### config.mk
export PLATFORM = sky130hd
export DESIGN_NAME = latch_response_monitor
export DESIGN_NICKNAME = d
export VERILOG_FILES = /design/src/rtl/latch_response_monitor.sv
export SDC_FILE = /design/constraint.sdc
export NUM_CORES = 1
export LEC_CHECK = 0
export BUFFER_PORTS_ARGS = -buffer_cell sky130_fd_sc_hd__buf_2
export CELL_PAD_IN_SITES_DETAIL_PLACEMENT = 0
export CELL_PAD_IN_SITES_GLOBAL_PLACEMENT = 1
export CORE_MARGIN = 4
export CORE_UTILIZATION = 48
export CTS_CLUSTER_SIZE = 40
export DETAILED_ROUTE_END_ITERATION = 10
export HOLD_SLACK_MARGIN = 0.05
export PLACE_DENSITY = 0.94
export SLEW_MARGIN = 15
export SYNTH_ARGS = -nofsm -noshare
export SYNTH_HDL_FRONTEND = slang
export SYNTH_SLANG_ARGS = --single-unit
### constraint.sdc
create_clock -name clk -period 6.5 [get_ports clk]
set_input_delay 0.325 -clock clk [delete_from_list [all_inputs] [get_ports clk]]
set_output_delay 0.325 -clock clk [all_outputs]
set_load 0.005 [all_outputs]
### src/rtl/latch_response_monitor.sv
// latch_response_monitor: clocked observer for a NOR/OR-loop latch experiment.
// Measures trigger pulse width, first-rise delay, final latch state and output toggles.
module latch_response_monitor #(
  parameter int CNT_W         = 16,
  parameter int SETTLE_CYCLES = 150,
  parameter int TOG_W         = 8
) (
  input  logic             clk,
  input  logic             rst,
  input  logic             arm,
  input  logic             pulse_in,
  input  logic             latch_out,
  input  logic             result_ack,
  output logic             busy,
  output logic             arm_err,
  output logic             result_valid,
  output logic [CNT_W-1:0] pulse_width,
  output logic [CNT_W-1:0] resp_delay,
  output logic             latched,
  output logic [TOG_W-1:0] toggles,
  output logic             overflow
);

  localparam int                SCNT_W    = (SETTLE_CYCLES > 1) ? $clog2(SETTLE_CYCLES) : 1;
  localparam logic [SCNT_W-1:0] SCNT_LAST = SCNT_W'(SETTLE_CYCLES - 1);
  localparam logic [CNT_W-1:0]  CNT_MAX   = '1;
  localparam logic [TOG_W-1:0]  TOG_MAX   = '1;

  typedef enum logic [2:0] {
    S_IDLE,
    S_WAIT,
    S_PULSE,
    S_SETTLE,
    S_REPORT
  } state_t;

  state_t            state, state_next;
  logic              pulse_meta, pulse_s;
  logic              latch_meta, latch_s, latch_prev;
  logic [SCNT_W-1:0] scnt;
  logic [CNT_W-1:0]  rel, rel_now;
  logic              rise_seen;
  logic              accept_arm, pulse_start, tracking, settle_last;
  logic              latch_rise, latch_edge;

  // Both inputs share the same two-stage depth so their relative timing survives.
  // NOTE: sequential state uses <= so every register samples pre-edge values.
  always_ff @(posedge clk or posedge rst) begin
    if (rst) begin
      pulse_meta <= 1'b0;
      pulse_s    <= 1'b0;
      latch_meta <= 1'b0;
      latch_s    <= 1'b0;
      latch_prev <= 1'b0;
    end else begin
      pulse_meta <= pulse_in;
      pulse_s    <= pulse_meta;
      latch_meta <= latch_out;
      latch_s    <= latch_meta;
      latch_prev <= latch_s;
    end
  end

  assign accept_arm  = (state == S_IDLE) && arm && !latch_s;
  assign pulse_start = (state == S_WAIT) && pulse_s;
  assign tracking    = pulse_start || (state == S_PULSE) || (state == S_SETTLE);
  assign settle_last = (state == S_SETTLE) && (scnt == SCNT_LAST);
  assign latch_rise  = latch_s && !latch_prev;
  assign latch_edge  = latch_s ^ latch_prev;
  // The pulse-rise cycle is offset 0 even though rel still holds a stale value.
  assign rel_now     = pulse_start ? '0 : rel;

  always_ff @(posedge clk or posedge rst) begin
    if (rst) state <= S_IDLE;
    else     state <= state_next;
  end

  // NOTE: every always_comb output gets a default first, so no path infers a latch.
  always_comb begin
    state_next   = state;
    busy         = 1'b0;
    result_valid = 1'b0;
    unique case (state)
      S_IDLE:   if (accept_arm) state_next = S_WAIT;
      S_WAIT:   if (pulse_s) state_next = S_PULSE;
      S_PULSE:  if (!pulse_s) state_next = S_SETTLE;
      S_SETTLE: if (settle_last) state_next = S_REPORT;
      S_REPORT: if (result_ack) state_next = S_IDLE;
      default:  state_next = S_IDLE;
    endcase
    if (state != S_IDLE)   busy         = 1'b1;
    if (state == S_REPORT) result_valid = 1'b1;
  end

  // NOTE: all measurement registers reset, since outputs must read 0 while rst is high.
  always_ff @(posedge clk or posedge rst) begin
    if (rst) begin
      arm_err     <= 1'b0;
      pulse_width <= '0;
      resp_delay  <= '0;
      latched     <= 1'b0;
      toggles     <= '0;
      overflow    <= 1'b0;
      rel         <= '0;
      rise_seen   <= 1'b0;
      scnt        <= '0;
    end else begin
      arm_err <= (state == S_IDLE) && arm && latch_s;

      if (accept_arm) begin
        pulse_width <= '0;
        resp_delay  <= '0;
        toggles     <= '0;
        overflow    <= 1'b0;
        rel         <= '0;
        rise_seen   <= 1'b0;
      end

      if (pulse_start) begin
        pulse_width <= CNT_W'(1);
      end else if ((state == S_PULSE) && pulse_s) begin
        if (pulse_width != CNT_MAX) pulse_width <= pulse_width + 1'b1;
        else                        overflow    <= 1'b1;
      end

      if (tracking) begin
        rel <= (rel_now != CNT_MAX) ? rel_now + 1'b1 : rel_now;
        if (latch_rise && !rise_seen) begin
          resp_delay <= rel_now;
          rise_seen  <= 1'b1;
        end
        if (latch_edge && (toggles != TOG_MAX)) toggles <= toggles + 1'b1;
      end

      if ((state == S_PULSE) && !pulse_s) scnt <= '0;
      else if (state == S_SETTLE)         scnt <= scnt + 1'b1;

      if (settle_last) begin
        latched <= latch_s;
        if (!rise_seen && !latch_rise) resp_delay <= '1;
      end
    end
  end

endmodule

* Yosys cells after proc, flatten, opt, wreduce, memory -nomap -nowiden
Cells that the tools add are included. W data, S select, Z words.
Cells by class: add/sub/neg operators 4, equality and inequality tests 13, mux-type cells 33, bitwise logic cells 1, reduce and logical (&&, ||, !) cells 23
Operators by type and width (number):
- $mux W16 | 13
- $mux W8 | 5
- $add A16 B1 Y16 const B | 2
- $ne A16 B16 Y1 const B | 2
- $add A8 B1 Y8 const B | 2
- $mux W3 | 5
- $pmux W3 S5 | 1
- $logic_and A1 B1 Y1 | 11
- $ne A2 B2 Y1 const B | 5
- $mux W1 | 9
- $eq A8 B8 Y1 const B | 1
- $ne A8 B8 Y1 const B | 1
- $eq A3 B2 Y1 const B | 2
- $logic_not A1 Y1 | 5
- $reduce_and A5 Y1 | 1
- $reduce_bool A2 Y1 | 2
- $eq A3 B1 Y1 const B | 1
- $eq A3 B3 Y1 const B | 1
- $logic_not A3 Y1 | 1
- $reduce_bool A3 Y1 | 1
- $logic_or A1 B1 Y1 | 2
- $xor A1 B1 Y1 | 1
Word-level totals: register bits 76, input port bits 6, output and inout port bits 45, word-level logic and storage cells 89

* Depth between registers and ports, before layout
depth after elaboration 8, mapped depth 7, depth with buffers taken out 6

* Worst setup path after synthesis
No wires, ideal clock.
path type register -> register, from register pulse_s, to register rel[8], library setup time 124 ps, data arrival time 1737 ps, data required time 6376 ps, setup slack 4639 ps, cell stages (with the launch flop) 7, path buffers 2, period minus slack after synthesis 1861 ps, cells stage by stage dfrtp_1 -> clkbuf_2 -> and4bb_4 -> or4_1 -> buf_2 -> and4_4 -> a211o_1
On the way: word-level cells in the longest chain between the ends 5, elaborated cells between the ends (all ways) 9, classes of those cells 1 x add/sub; 1 x eq/ne; 3 x mux; 4 x reduce/logical
Ends and longest elaborated chain:
- start, declared | line 38 | logic pulse_meta, pulse_s;
- start signal, assigned | line 57 | pulse_s <= pulse_meta;
- $logic_and A1 B1 Y1 (*) | line 65 | assign pulse_start = (state == S_WAIT) && pulse_s;
- $mux W16 | line 71 | assign rel_now = pulse_start ? '0 : rel;
- $add A16 B1 Y16 or $ne A16 B16 Y1 (tied branches) | line 127 | rel <= (rel_now != CNT_MAX) ? rel_now + 1'b1 : rel_now;
- $mux W16 | line 127
- $mux W16 | line 126 | if (tracking) begin
- end signal, assigned | line 127
- end, declared | line 41 | logic [CNT_W-1:0] rel, rel_now;
Every way passes the cells marked *; elsewhere a longest branch is shown, timed or not. A chain may end at the register's enable or synchronous reset.

* Worst setup path after layout
from register state[2], to register pulse_width[9]
On the way: word-level cells in the longest chain between the ends 7, elaborated cells between the ends (all ways) 11, classes of those cells 2 x eq/ne; 4 x mux; 5 x reduce/logical
Ends and longest elaborated chain:
- start, declared | line 37 | state_t state, state_next;
- start signal, assigned | line 75 | else state <= state_next;
- $logic_not A3 Y1 | line 64 | assign accept_arm = (state == S_IDLE) && arm && !latch_s;
- $logic_and A1 B1 Y1 (2 in series) | line 64
- $mux W16 | line 110 | if (accept_arm) begin
- $mux W16 | line 122 | if (pulse_width != CNT_MAX) pulse_width <= pulse_width + 1'b1;
- $mux W16 | line 121 | end else if ((state == S_PULSE) && pulse_s) begin
- $mux W16 (*) | line 119 | if (pulse_start) begin
- end signal, assigned | line 122
- end, declared | line 17 | output logic [CNT_W-1:0] pulse_width,
Marks and branches as above.

==> flow_summary.json <==
{
  "numCtsBuffers": 9,
  "cts_buffer_depth": 2,
  "pwr-share-comb_pct": 25.4,
  "drt_iter0_drc": 290,
  "drv_slew": 0,
  "critPathArrivalTime_ns": 2.69,
  "port_buffers": 50,
  "grtUsageTotal_pct": 20.4,
  "fin_nets": 455,
  "layout_common_cells": "dfrtp_1, buf_2, nand2_1",
  "route.vias.total": 3484,
  "internal-power_mw": 1.08,
  "clkTransAtPathRegs_ns": 0.07,
  "worstHoldStart": "pulse_in",
  "synth_seq_area_share_pct": 47.9,
  "dieWidth_um": 98.9,
  "dp_hpwl_um": 6700,
  "routed_via_density": 6.33,
  "synth_edf_count": 0,
  "maxCapViolCount": 0,
  "htree_levels": 3,
  "crit_required_ns": 6.71,
  "syn_nets": 414,
  "netlist_instances": 403,
  "grt_max_degree": 77,
  "antenna_found_initial": 0,
  "synthFlopType": "dfrtp_1",
  "routed_wl_um": 9790,
  "area_growth_pct": 13.4,
  "ys_warn_count": 0,
  "antenna_cells": 0,
  "clk_latency_ns": 0.36,
  "hold_buffers": 0,
  "peakVddDrop_mv": 0.182,
  "worst-setup-path-type": "register to register",
  "final_util_pct": 57.0,
  "drive_above_1_share_pct": 17.4,
  "power_density_mw_per_mm2": 363,
  "netlist_area_mm2": 0.00397,
  "outcome": "finished clean",
  "finalCriticalPeriod_ns": 2.48,
  "clock_skew_ns": 0.0150,
  "routedWlPerCell_um": 17.8,
  "p_sw_mw": 0.557,
  "post_cts_buffers": 0,
  "rows": 32,
  "critPathMaxFanout": 19,
  "final_common_cell": "dfrtp_1",
  "grt_pass1_wl_um": 16300,
  "final-setup-viol-count": 0,
  "synth.distinct_cells": 61,
  "start_util_pct": 50.3,
  "crit_start": "state[2]",
  "worstReg2RegStart": "state[2]",
  "cts_tree": "yes",
  "hold_viol": 0,
  "cp-start-kind": "register",
  "total_leakage_power_nw": 2.08,
  "max_clock_freq_mhz": 403,
  "hold_path_class": "input pin to register",
  "post_cts.resized_instances": 0,
  "cts_sinks": 76,
  "worstMarginPinSlew_ns": 1.12,
  "clkPwrFrac_pct": 26.7,
  "tns_ns": 0,
  "grt-ovfl-total": 0,
  "async_reset_ff_share_pct": 100,
  "drt-pass1-iter-count": 4,
  "die_y_um": 98.9,
  "power_frac_seq_pct": 47.9,
  "period_share_pct": 38.2,
  "grt_pass1_vias": 3209,
  "slew_headroom_pct": 25.0,
  "core_area_mm2": 0.00789,
  "syn_avg_cell_area_um2": 9.84,
  "fill_cells": 693,
  "root_buffer": "clkbuf_8",
  "io_pins": 51,
  "antenna_left": 0,
  "rsz0062_at_grt": "no",
  "dieArea_mm2": 0.00978,
  "swShare_pct": 34.1,
  "drc": 0,
  "end_kind": "register",
  "gp_congestion": 0.839,
  "ys_ff_latch": 76
}
==> Yosys cell counts (all sizes together) (3+ instances only) <==
library cell | number | area [µm²]
a31o | 3 | 26.3
nor2 | 19 | 71.3
a41oi | 5 | 43.8
a221o | 12 | 120
a21oi | 16 | 80.1
dfrtp | 76 | 1900
ha | 5 | 62.6
o31ai | 5 | 37.5
o211ai | 4 | 30.0
or3 | 4 | 25.0
a211oi | 3 | 22.5
o21a | 3 | 22.5
and3 | 9 | 56.3
nor2b | 3 | 18.8
o21ai | 13 | 65.1
nor3 | 10 | 55.1
nand3 | 19 | 95.1
and4 | 8 | 72.6
nand2b | 5 | 31.3
a311oi | 3 | 26.3
nand2 | 47 | 176
a31oi | 9 | 56.3
nand4 | 17 | 106
nor4 | 6 | 37.5
inv | 15 | 56.3
a311o | 4 | 40.0
mux2i | 15 | 150
or4 | 9 | 71.3
clkbuf | 14 | 58.8
buf | 9 | 47.6
==> flip-flops by register name, indices dropped and copies added (netlist names), 3 cells and up <==
name / flops
pulse_width: 16
rel: 16
resp_delay: 16
scnt: 8
toggles: 8
state: 3
==> kinds of logic after synthesis <==
group / count (synthesis) / synth area share [%]
xor+xnor: 2 / 0.442
simple gates: 170 / 24.0
fa+ha+maj: 5 / 1.58
compound gates: 97 / 18.1
mux: 15 / 3.79
buf+inv: 38 / 4.10
flops: 76 / 47.9
==> worst paths after layout <==
kind	endpoint	slack, ns	depth (start not counted)
max	pulse_width[9]	4.02	4
min	pulse_meta	0.08	1
max reg2reg	pulse_width[9]	4.02	4
min reg2reg	latch_s	0.36	0
max in group asynchronous	rel[14]	5.61	3
min in group asynchronous	toggles[4]	0.26	3
==> per-stage QoR <==
step                power, mW  worst slack [ns]  hold slack [ns]  area [µm²]  std cells
floorplan                1.03              4.24            0.331        3970        403
global placement         1.18              4.13            0.335        4260        535
detailed placement       1.20              4.05            0.342        4260        535
CTS                      1.64              4.02           0.0669        4500        550
global route             1.75              3.76           0.0667        4500        550
finish                   1.63              4.02           0.0752        4500        550
==> layout make-up <==
cell class / instances / area, µm² / share of cell area, %
clock inverter: 5 / 100 / 2.23
timing repair buffer: 53 / 273 / 6.06
multi-input combinational: 289 / 1900 / 42.3
clock buffer: 10 / 138 / 3.06
inverter: 15 / 56.3 / 1.25
sequential: 76 / 1900 / 42.3
tap: 102 / 128 / 2.84
==> power groups by stage <==
| stage | Sequential, mW | Combinational, mW | Clock (mW) |
|---|---|---|---|
| 2_1_floorplan | 0.736 | 0.294 | 0 |
| 3_5_place_dp | 0.784 | 0.416 | 0 |
| 4_1_cts | 0.777 | 0.421 | 0.444 |
| 3_3_place_gp | 0.779 | 0.402 | 0 |
| 5_1_grt | 0.808 | 0.474 | 0.466 |
| 6_report | 0.781 | 0.415 | 0.436 |
==> layer usage <==
metal	GRT usage, %	up-vias	wire length, µm
li1	-	1631	-
met1	27.9	1713	4210
met2	32.2	120	4780
met3	4.32	20	606
met4	7.35	0	190
met5	0	-	0
==> worst max-delay path, stage by stage, from the launching register on <==
cell and delay [ns]:
dfrtp_1 0.53, or4b_1 0.66, nand2b_1 0.53, o21ai_0 0.43, o211ai_1 0.19
(Power assumes the default switching activity.)
